$ cat config.mk
export PLATFORM = sky130hd
export DESIGN_NAME = laser_pulse_ctrl
export DESIGN_NICKNAME = d
export VERILOG_FILES = /design/src/rtl/laser_pulse_ctrl.sv
export SDC_FILE = /design/constraint.sdc
export NUM_CORES = 1
export LEC_CHECK = 0
export CAP_MARGIN = 20
export CORE_ASPECT_RATIO = 1.4
export CORE_MARGIN = 2
export CORE_UTILIZATION = 55
export DETAILED_ROUTE_END_ITERATION = 8
export PLACE_DENSITY = 0.8
export SLEW_MARGIN = 15
export SYNTH_ARGS = -nofsm -noshare
export SYNTH_HDL_FRONTEND = slang
export SYNTH_SLANG_ARGS = --single-unit
$ cat constraint.sdc
create_clock -name clk -period 3.3 [get_ports clk]
set_clock_uncertainty 0.1 [all_clocks]
set_input_delay 0.99 -clock clk [delete_from_list [all_inputs] [get_ports clk]]
set_output_delay 0.99 -clock clk [all_outputs]
set_load 0.1 [all_outputs]
$ cat src/rtl/laser_pulse_ctrl.sv
// ---------------------------------------------------------------------------
// laser_pulse_ctrl
//
// Sequences laser trigger pulses once the laser reports ready, and enforces
// the safety limits on them: a fixed pulse width, a forced low gap after
// every pulse, and a cap on the number of pulses accepted per rolling
// window. An external fault or loss of laser_ready latches a shutdown
// (FAULT) that is only left through an explicit fault_clr.
//
// Parameters
//   PULSE_W     trigger high time in clk cycles (>= 1)
//   MIN_GAP     forced low time after each pulse in clk cycles (>= 1)
//   WINDOW      length of the pulse-budget window in clk cycles (>= 2)
//   MAX_PULSES  accepted pulses allowed per window (>= 1)
//
// Ports
//   clk          system clock
//   rstn         asynchronous active-low reset
//   laser_ready  laser power-up complete (synchronous to clk)
//   trig_req     pulse request, one request per high cycle
//   fault_in     external safety fault, active high (synchronous)
//   fault_clr    request to leave FAULT
//   laser_en     laser enable (ARMED, PULSE or GAP)
//   trig_out     laser trigger (PULSE)
//   state        current FSM state code
//   fault_code   cause of the latched fault (1 = external, 2 = ready lost)
//   pulse_cnt    total accepted pulses, wraps modulo 2^32
//   drop_cnt     total rejected requests, saturates at 0xFFFF
// ---------------------------------------------------------------------------
module laser_pulse_ctrl #(
  parameter int unsigned PULSE_W    = 100,
  parameter int unsigned MIN_GAP    = 1000,
  parameter int unsigned WINDOW     = 1000000,
  parameter int unsigned MAX_PULSES = 50
) (
  input  logic        clk,
  input  logic        rstn,
  input  logic        laser_ready,
  input  logic        trig_req,
  input  logic        fault_in,
  input  logic        fault_clr,
  output logic        laser_en,
  output logic        trig_out,
  output logic [2:0]  state,
  output logic [1:0]  fault_code,
  output logic [31:0] pulse_cnt,
  output logic [15:0] drop_cnt
);

  // One phase timer is shared by PULSE and GAP, so it is sized for the
  // longer of the two phases.
  localparam int unsigned PHASE_MAX  = (PULSE_W > MIN_GAP) ? PULSE_W : MIN_GAP;
  localparam int unsigned PHASE_BITS = (PHASE_MAX > 1) ? $clog2(PHASE_MAX) : 1;
  localparam int unsigned WIN_BITS   = $clog2(WINDOW);
  localparam int unsigned WCNT_BITS  = $clog2(MAX_PULSES + 1);

  localparam logic [PHASE_BITS-1:0] PULSE_LAST = PHASE_BITS'(PULSE_W - 1);
  localparam logic [PHASE_BITS-1:0] GAP_LAST   = PHASE_BITS'(MIN_GAP - 1);
  localparam logic [WIN_BITS-1:0]   WIN_LAST   = WIN_BITS'(WINDOW - 1);
  localparam logic [WCNT_BITS-1:0]  WCNT_MAX   = WCNT_BITS'(MAX_PULSES);

  localparam logic [1:0]  CODE_NONE  = 2'd0;
  localparam logic [1:0]  CODE_EXT   = 2'd1;
  localparam logic [1:0]  CODE_READY = 2'd2;
  localparam logic [15:0] DROP_SAT   = 16'hFFFF;

  typedef enum logic [2:0] {
    WAIT_RDY = 3'd0,
    ARMED    = 3'd1,
    PULSE    = 3'd2,
    GAP      = 3'd3,
    FAULT    = 3'd4
  } state_t;

  state_t                state_q, state_d;
  logic [PHASE_BITS-1:0] phase_q, phase_d;
  logic [WIN_BITS-1:0]   win_timer_q, win_timer_d;
  logic [WCNT_BITS-1:0]  win_count_q, win_count_d;
  logic [1:0]            fault_code_d;
  logic [31:0]           pulse_cnt_d;
  logic [15:0]           drop_cnt_d;
  logic                  laser_en_d;
  logic                  trig_out_d;
  logic                  accept;
  logic                  win_full;
  logic                  win_wrap;
  logic                  active;

  // State register plus every output. All outputs are registered so the
  // driver pins never see combinational glitches; the async reset clears the
  // trigger and enable straight away, even in the middle of a pulse.
  always_ff @(posedge clk or negedge rstn) begin
    if (!rstn) begin
      state_q     <= WAIT_RDY;
      phase_q     <= '0;
      win_timer_q <= '0;
      win_count_q <= '0;
      laser_en    <= 1'b0;
      trig_out    <= 1'b0;
      fault_code  <= CODE_NONE;
      pulse_cnt   <= '0;
      drop_cnt    <= '0;
    end else begin
      state_q     <= state_d;
      phase_q     <= phase_d;
      win_timer_q <= win_timer_d;
      win_count_q <= win_count_d;
      laser_en    <= laser_en_d;
      trig_out    <= trig_out_d;
      fault_code  <= fault_code_d;
      pulse_cnt   <= pulse_cnt_d;
      drop_cnt    <= drop_cnt_d;
    end
  end

  assign state = state_q;

  // Next-state logic. Safety checks come first so that a fault always wins
  // over anything the normal sequencing would do on the same edge, including
  // accepting a request.
  always_comb begin
    state_d      = state_q;
    phase_d      = phase_q;
    fault_code_d = fault_code;
    accept       = 1'b0;
    active       = (state_q == ARMED) || (state_q == PULSE) || (state_q == GAP);
    win_full     = (win_count_q >= WCNT_MAX);

    if ((state_q != FAULT) && fault_in) begin
      state_d      = FAULT;
      fault_code_d = CODE_EXT;
      phase_d      = '0;
    end else if (active && !laser_ready) begin
      state_d      = FAULT;
      fault_code_d = CODE_READY;
      phase_d      = '0;
    end else begin
      case (state_q)
        WAIT_RDY: begin
          if (laser_ready) begin
            state_d = ARMED;
          end
        end
        ARMED: begin
          if (trig_req && !win_full) begin
            accept  = 1'b1;
            state_d = PULSE;
            phase_d = '0;
          end
        end
        PULSE: begin
          if (phase_q == PULSE_LAST) begin
            state_d = GAP;
            phase_d = '0;
          end else begin
            phase_d = phase_q + PHASE_BITS'(1);
          end
        end
        GAP: begin
          if (phase_q == GAP_LAST) begin
            state_d = ARMED;
            phase_d = '0;
          end else begin
            phase_d = phase_q + PHASE_BITS'(1);
          end
        end
        FAULT: begin
          // A clear is ignored while the fault source is still asserted.
          if (fault_clr && !fault_in) begin
            state_d      = WAIT_RDY;
            fault_code_d = CODE_NONE;
          end
        end
        default: begin
          state_d = WAIT_RDY;
          phase_d = '0;
        end
      endcase
    end
  end

  // Pulse-budget window. The timer runs in every state. On the wrap edge the
  // count restarts, but a pulse accepted on that very edge (judged against
  // the pre-wrap count) becomes the first pulse of the new window.
  always_comb begin
    win_wrap    = (win_timer_q == WIN_LAST);
    win_timer_d = win_wrap ? '0 : (win_timer_q + WIN_BITS'(1));
    if (win_wrap) begin
      win_count_d = accept ? WCNT_BITS'(1) : '0;
    end else begin
      win_count_d = accept ? (win_count_q + WCNT_BITS'(1)) : win_count_q;
    end
  end

  // Statistics and registered outputs. Any request that is not accepted is a
  // drop; drop_cnt sticks at all-ones rather than wrapping to zero.
  always_comb begin
    pulse_cnt_d = accept ? (pulse_cnt + 32'd1) : pulse_cnt;
    drop_cnt_d  = drop_cnt;
    if (trig_req && !accept && (drop_cnt != DROP_SAT)) begin
      drop_cnt_d = drop_cnt + 16'd1;
    end
    laser_en_d = (state_d == ARMED) || (state_d == PULSE) || (state_d == GAP);
    trig_out_d = (state_d == PULSE);
  end

endmodule

==> results of run 1 <==
cells in the mapped netlist (all sizes together) (6+ instances only):
| master | instances |
|---|---|
| nor2 | 44 |
| xor2 | 42 |
| nand2 | 39 |
| clkbuf | 6 |
| dfrtp | 91 |
| nor3 | 15 |
| o21ai | 11 |
| nand3 | 34 |
| inv | 13 |
| nand4 | 21 |
| and3 | 8 |
| ha | 6 |
| a21oi | 7 |
| a31oi | 6 |
| xnor2 | 25 |
state kept, by name, indices dropped and copies added, names as in the netlist:
signal,flops
pulse_cnt,32
phase_q,10
win_count_q,6
trig_out,1
drop_cnt,16
fault_code,2
state,3
laser_en,1
win_timer_q,20
report_power, final:
| part | switching, mW | internal, mW |
|---|---|---|
| logic | 0.984 | 0.320 |
| clock network | 0.385 | 0.464 |
| registers | 0.162 | 1.22 |
cells in the final DEF (no fill, tap or decap), drive strengths merged, types with 5 or more instances in the layout:
cell,Yosys,final
dfrtp,91,91
buf,2,65
nor2,44,44
xor2,42,42
nand2,39,39
nand3,34,34
xnor2,25,25
nand4,21,21
nor3,15,15
inv,13,13
clkbuf,6,11
o21ai,11,11
and3,8,8
a21oi,7,7
a31oi,6,6
ha,6,6
or3,5,5
nor4,5,5
layout make-up:
type                            count  area, µm²  area share
Sequential cell                    91       2280       0.435
Tap cell                          100        125      0.0239
Inverter                           13       48.8     0.00932
Timing Repair Buffer               69        528       0.101
Clock inverter                      5       75.1      0.0143
Multi-Input combinational cell    319       2030       0.388
Clock buffer                       11        151      0.0289
worst max-delay path, delay by kind of cell (launching register included):
family,cells,cell delay [ns]
compound gates,1,0.45
xor+xnor,1,0.16
fa+ha+maj,1,0.18
buf+inv,2,0.30
flops,1,0.37
simple gates,3,1.08
per-layer routing:
metal / up-vias / global-route usage
li1: 1653 / -
met3: 13 / 0.0287
met4: 0 / 0.113
met2: 76 / 0.410
met1: 1746 / 0.298
met5: - / 0
logic make-up after synthesis:
| logic type | after synthesis | synth area share |
|---|---|---|
| AOI/OAI and AO/OA | 44 | 0.0729 |
| xor gates and xnor gates | 67 | 0.134 |
| adders and majority gates | 6 | 0.0171 |
| buffers and inverters | 21 | 0.0194 |
| DFF | 91 | 0.519 |
| muxes | 2 | 0.00484 |
| and+or+nand+nor | 200 | 0.234 |
worst paths after layout:
path                                              to                        from  cells after the start  slack [ns]
min in group asynchronous    drop_cnt[6]$_DFFE_PN0P_                        rstn                      1        0.54
min reg2reg                pulse_cnt[31]$_DFFE_PN0P_   pulse_cnt[31]$_DFFE_PN0P_                      1        0.39
max                         pulse_cnt[3]$_DFFE_PN0P_  win_count_q[0]$_DFFE_PN0P_                      8        0.58
max reg2reg                 pulse_cnt[3]$_DFFE_PN0P_  win_count_q[0]$_DFFE_PN0P_                      8        0.58
min                        pulse_cnt[31]$_DFFE_PN0P_   pulse_cnt[31]$_DFFE_PN0P_                      1        0.39
max in group asynchronous   drop_cnt[15]$_DFFE_PN0P_                        rstn                      2        1.88
through the flow:
stage                     utilization  area (µm²)  hold slack (ns)
after floorplan                     -        4390            0.355
after global placement          0.646        5010            0.366
after detailed placement        0.646        5010            0.380
after CTS                       0.675        5240            0.394
after global routing            0.675        5240            0.406
final                           0.675        5240            0.389
==> summary.md, run 1 <==
| Metric | Value |
|---|---|
| Area delta synth->final | 19.2% |
| Number of global-route vias before repair | 3,548 |
| Number of DRC violations after detailed-routing iteration 0 | 273 |
| Count of input and output buffers | 60 |
| DRC violations left | 0 |
| Endpoint required time on the critical path | 3.48 ns |
| Max-Slew Margin vs Limit | 0.558 |
| Vias after detailed routing | about 3,500 |
| Filler-free cell count of the finished design | ~610 |
| Met1 layer wirelength in the final routing | between 3000 and 4000 µm |
| Number of vias per cell after detailed routing | 5.74 |
| Antenna Nets Post-Route | 0 |
| Worst IR Drop VDD | 690 µV |
| Count of final max-slew check failures | 0 |
| Worst Path Max Fanout | 9 |
| Overall global routing resource usage | 0.238 |
| Async set-reset flop share out of synthesis | 1.00 |
| Number of buffers created by CTS | 9 |
| Max stage delay on crit path | 0.59 ns |
| Total congestion overflow after global routing | 0 |
| Post-synth top area cell | dfrtp_1 |
| Synth Register Bits | 91 |
| Classification of the worst setup path | reg -> reg |
| Height of the die | between 100 and 150 µm |
| Wire length on met2 | 5210 µm |
| Maximum clock path buffer count | 2 |
| Initial antenna violation count | 0 |
| Endpoint kind of the worst setup timing path | flip-flop |
| Startpoint Class | flip-flop |
| Pin count of the biggest net entering global routing | 50 |
| Fraction of layout instances using a drive strength above 1 | 0.183 |
| HPWL after DPL | 6920 µm |
| Leakage power total | 2.51 nW |
| Arrival @ worst endpoint | 2.90 ns |
| Number of maximum-capacitance constraint violations | 0 |
| Clock sink count | 91 |
| CTS clock-pin slew for the worst setup and hold paths | 0.09 ns |
| # hold bufs at CTS | 0 |
| Netlist cell types | 53 |
| Area inside the core boundary | 7750 µm² |
| Final wirelength | ~9600 µm |
| Worst Setup Slack post-DPL | 0.239 ns |
| Total chip power | 3.54 mW |
| H-tree levels | 3 |
| Per-instance average area after synthesis | 10.2 µm² |
| Total Nets Final | 515 |
| Crit path setup slack, layout | 0.583 ns |
| Die X-Extent | 79.5 µm |
| Top achievable clock speed | 368 MHz |
| Ratio of total power to cell area | 676 nW/µm² |
| Detailed Routing Iterations Pass 1 | 4 |
| Fin Setup TNS | 0 ns |
| Number of fill cells | roughly 630 |
| Warnings, synthesis | 0 |
| Setup-violating endpoint count in the final report | 0 |
| Cell with the largest stage delay on the worst path | or4_1 |
| Fraction of the cycle the final worst path needs | 0.823 |
| First-pass GRT wire length | 16,300 µm |
| Insertion delay to the later sink of the worst-skew pair | about 0.37 ns |
| Sequential cell area fraction in the yosys report | 0.519 |
| Die ar. | 8730 µm² |
| Post-synth top flop | dfrtp_1 |
| Slew at the pin closest to its max-slew limit | 0.664 ns |
| Minimum clock period | 2.72 ns |
| Cell types occupying the most area after synthesis | dfrtp_1 52%, xor2_1 8.4%, xnor2_1 5.0% |
| CP Cell Sequence | inv_1 -> ha_1 -> or4_1 -> a311o_1 -> nor2_1 -> buf_4 -> and3_1 -> xor2_1 |
| Post-detailed-route wirelength per cell | 15.9 µm |
| Cell at the root of the clock tree | clkbuf_8 |
| Total nets after synthesis | 443 |
| Number of primary I/O pins | 61 |
| Outcome | finished clean |
| Top-area cell type share of the netlist area | 0.519 |
| Met3 WL post-DR | 315 µm |
| Number of enable-type register cells in the synthesized netlist | 0 |
| Dpl cells | slightly below 600 |
| Starting density of the core | 0.567 |
| Post-CTS setup buffers | 0 |
| Gp weighted congestion | 0.854 |
| Synth Cell Area | 4390 µm² |
| Diode insertion count for antenna repair | 0 |
| Cell row count | 38 |
| TritonCTS clock tree | built |
| Worst hold path type | reg -> reg |
| RSZ-0062 raised after global routing | no |
| Endpoints failing hold | 0 |
| Post_cts resized | 0 |
| Uppermost metal layer occupied by signal nets | met4 |
| Number of standard cells after synthesis | 431 |
(Power assumes the default switching activity.)
==> run 2: changes to the inputs <==
CORE_UTILIZATION = 49   (was 55)
PLACE_DENSITY = 0.76   (was 0.8)
clock period = 2.3 ns   (was 3.3 ns; I/O delays follow)
==> summary.md, run 2 (synthesis results as in run 1) <==
| Metric | Value |
|---|---|
| Outcome | complete, but fails checks |
| Violations in the final reports | setup timing |
| Worst hold path type | in -> async |
| Fraction of the cycle the final worst path needs | 1.05 |
| Post-detailed-route wirelength per cell | 18.2 µm |
| Gp weighted congestion | around 0.87 |
| Dpl cells | 631 |
| Endpoints failing hold | 0 |
| Number of DRC violations after detailed-routing iteration 0 | 238 |
| Leading registers by flop count | pulse_cnt: 32 flops, win_timer_q: 20 flops, drop_cnt: 16 flops |
| Endpoint required time on the critical path | between 2 and 2.5 ns |
| HPWL after DPL | 7590 µm |
| Die ar. | 9750 µm² |
| Total congestion overflow after global routing | 0 |
| DRC violations left | 0 |
| Slew at the pin closest to its max-slew limit | 0.669 ns |
| RSZ-0062 raised after global routing | yes |
| CP Cell Sequence | ha_2 -> or4_4 -> a311oi_4 -> buf_4 -> nand4_1 -> buf_6 -> nor3_4 -> xor2_1 |
| Max stage delay on crit path | 0.45 ns |
| CTS clock-pin slew for the worst setup and hold paths | 0.07 ns |
| Count of buffer and inverter cells on the critical path | 2 |
| Fraction of layout instances using a drive strength above 1 | 0.379 |
| Number of primary I/O pins | 61 |
| Crit path max-delay family | simple AND/OR/NAND/NOR gates |
| Number of buffers created by CTS | 9 |
| Diode insertion count for antenna repair | 0 |
| Overall global routing resource usage | 0.231 |
| Cell row count | 40 |
| # hold bufs at CTS | 0 |
| Number of vias per cell after detailed routing | 5.82 |
| Height of the die | 116 µm |
| Area inside the core boundary | 8660 µm² |
| Filler-free cell count of the finished design | about 660 |
| Worst IR Drop VDD | 1160 µV |
| Setup-violating endpoint count in the final report | 25 |
| Final wirelength | 12,000 µm |
| Detailed Routing Iterations Pass 1 | 4 |
| Number of fill cells | 478 |
| Clock sink count | 91 |
| Initial antenna violation count | 0 |
| Startpoint Class | flip-flop |
| First-pass GRT wire length | 18,100 µm |
| Most frequent cells in the layout | 64 x dfrtp_1, 55 x buf_12, 49 x buf_4 |
| Die X-Extent | 84.0 µm |
| Count of final max-slew check failures | 0 |
| Number of maximum-capacitance constraint violations | 0 |
| Most frequent standard cell in the layout excluding fill and tap cells | dfrtp_1 |
| Total Nets Final | approximately 560 |
| Leakage power total | 3.03 nW |
| Top reg by flops | pulse_cnt |
| Worst Path Max Fanout | 6 |
| Count of input and output buffers | 60 |
| Number of global-route vias before repair | 3,920 |
| Arrival @ worst endpoint | ~2.6 ns |
| Max-Slew Margin vs Limit | 0.551 |
| Starting density of the core | 0.507 |
| Cell with the largest stage delay on the worst path | or4_4 |
| Maximum clock path buffer count | 2 |
| Classification of the worst setup path | reg -> reg |
| Fin Setup TNS | -0.893 ns |
| Number of flip-flops under the largest register name | 32 |
| Cell at the root of the clock tree | clkbuf_16 |
| H-tree levels | 3 |
| Antenna Nets Post-Route | 0 |
| Top achievable clock speed | 415 MHz |
| Crit path setup slack, layout | -0.112 ns |
| Insertion delay to the later sink of the worst-skew pair | 0.34 ns |
| Endpoint kind of the worst setup timing path | flip-flop |
| TritonCTS clock tree | built |
| Pin count of the biggest net entering global routing | 92 |
| Ratio of total power to cell area | 938 nW/µm² |
| Area delta synth->final | 54.0% |
| Vias after detailed routing | 3,838 |
| Minimum clock period | 2.41 ns |
==> run 2: cell count changes in the layout (fill, tap and decap cells not counted), moves of 4 or more <==
cell / delta
nor2_1: -16
nor3_1: -8
buf_4: -16
nor2_2: +4
nor2_4: +12
dfrtp_4: +4
dfrtp_1: -27
buf_12: +55
nor3_2: +5
clkbuf_8: -9
clkbuf_16: +9
buf_6: +7
dfrtp_2: +23
==> run 2: final timing paths <==
kind / from / end / slack [ns] / cells past startpoint
setup reg to reg: win_count_q[1]$_DFFE_PN0P_ / pulse_cnt[24]$_DFFE_PN0P_ / -0.11 / 8
max in group asynchronous: rstn / pulse_cnt[10]$_DFFE_PN0P_ / 1.42 / 2
hold / removal: rstn / laser_en$_DFF_PN0_ / 0.27 / 2
setup / recovery: win_count_q[1]$_DFFE_PN0P_ / pulse_cnt[24]$_DFFE_PN0P_ / -0.11 / 8
min in group clk: win_timer_q[0]$_DFF_PN0_ / win_timer_q[0]$_DFF_PN0_ / 0.40 / 1
hold reg to reg: win_timer_q[0]$_DFF_PN0_ / win_timer_q[0]$_DFF_PN0_ / 0.40 / 1
==> run 2: repair_timing <==
| action | CTS | global route |
|---|---|---|
| gates resized for setup | 16 | 46 |
| buffers inserted | 3 | 11 |
| setup endpoints to repair | 45 | 46 |
| pin swaps | 8 | 13 |
==> run 2: where the power goes <==
group / internal, mW / total, mW / switching (mW)
Clock: 0.906 / 1.54 / 0.639
Combinational: 1.09 / 2.76 / 1.67
Sequential: 1.79 / 2.03 / 0.241
==> run 2: metrics by stage <==
stage | utilization | hold slack [ns] | setup slack, ns | instance area [µm²] | power (mW)
final | 0.781 | 0.268 | -0.112 | 6760 | 6.34
after global routing | 0.781 | 0.318 | -0.214 | 6760 | 6.59
after CTS | 0.748 | 0.309 | -0.0333 | 6470 | 6.14
after detailed placement | 0.703 | 0.392 | -0.402 | 6080 | 4.57
after global placement | 0.703 | 0.369 | -0.354 | 6080 | 4.51
after floorplan | - | 0.294 | -0.135 | 4530 | 3.51
==> run 2: per-layer routing <==
layer | part of all wire | GRT usage | wire length [µm] | up-vias
met5 | 0 | 0 | 0 | -
met4 | 0.020 | 0.0903 | 241 | 0
met3 | 0.037 | 0.0491 | 443 | 21
met2 | 0.56 | 0.416 | 6760 | 116
met1 | 0.38 | 0.271 | 4570 | 1945
li1 | - | - | - | 1756
==> run 2: layout make-up <==
cell class,instances,area [µm²],area share
Multi-Input combinational cell,319,2360,0.349
Timing Repair Buffer,115,1590,0.235
Tap cell,105,131,0.0194
Clock buffer,11,253,0.0374
Clock inverter,5,60.1,0.00888
Inverter,13,48.8,0.00721
Sequential cell,91,2320,0.343
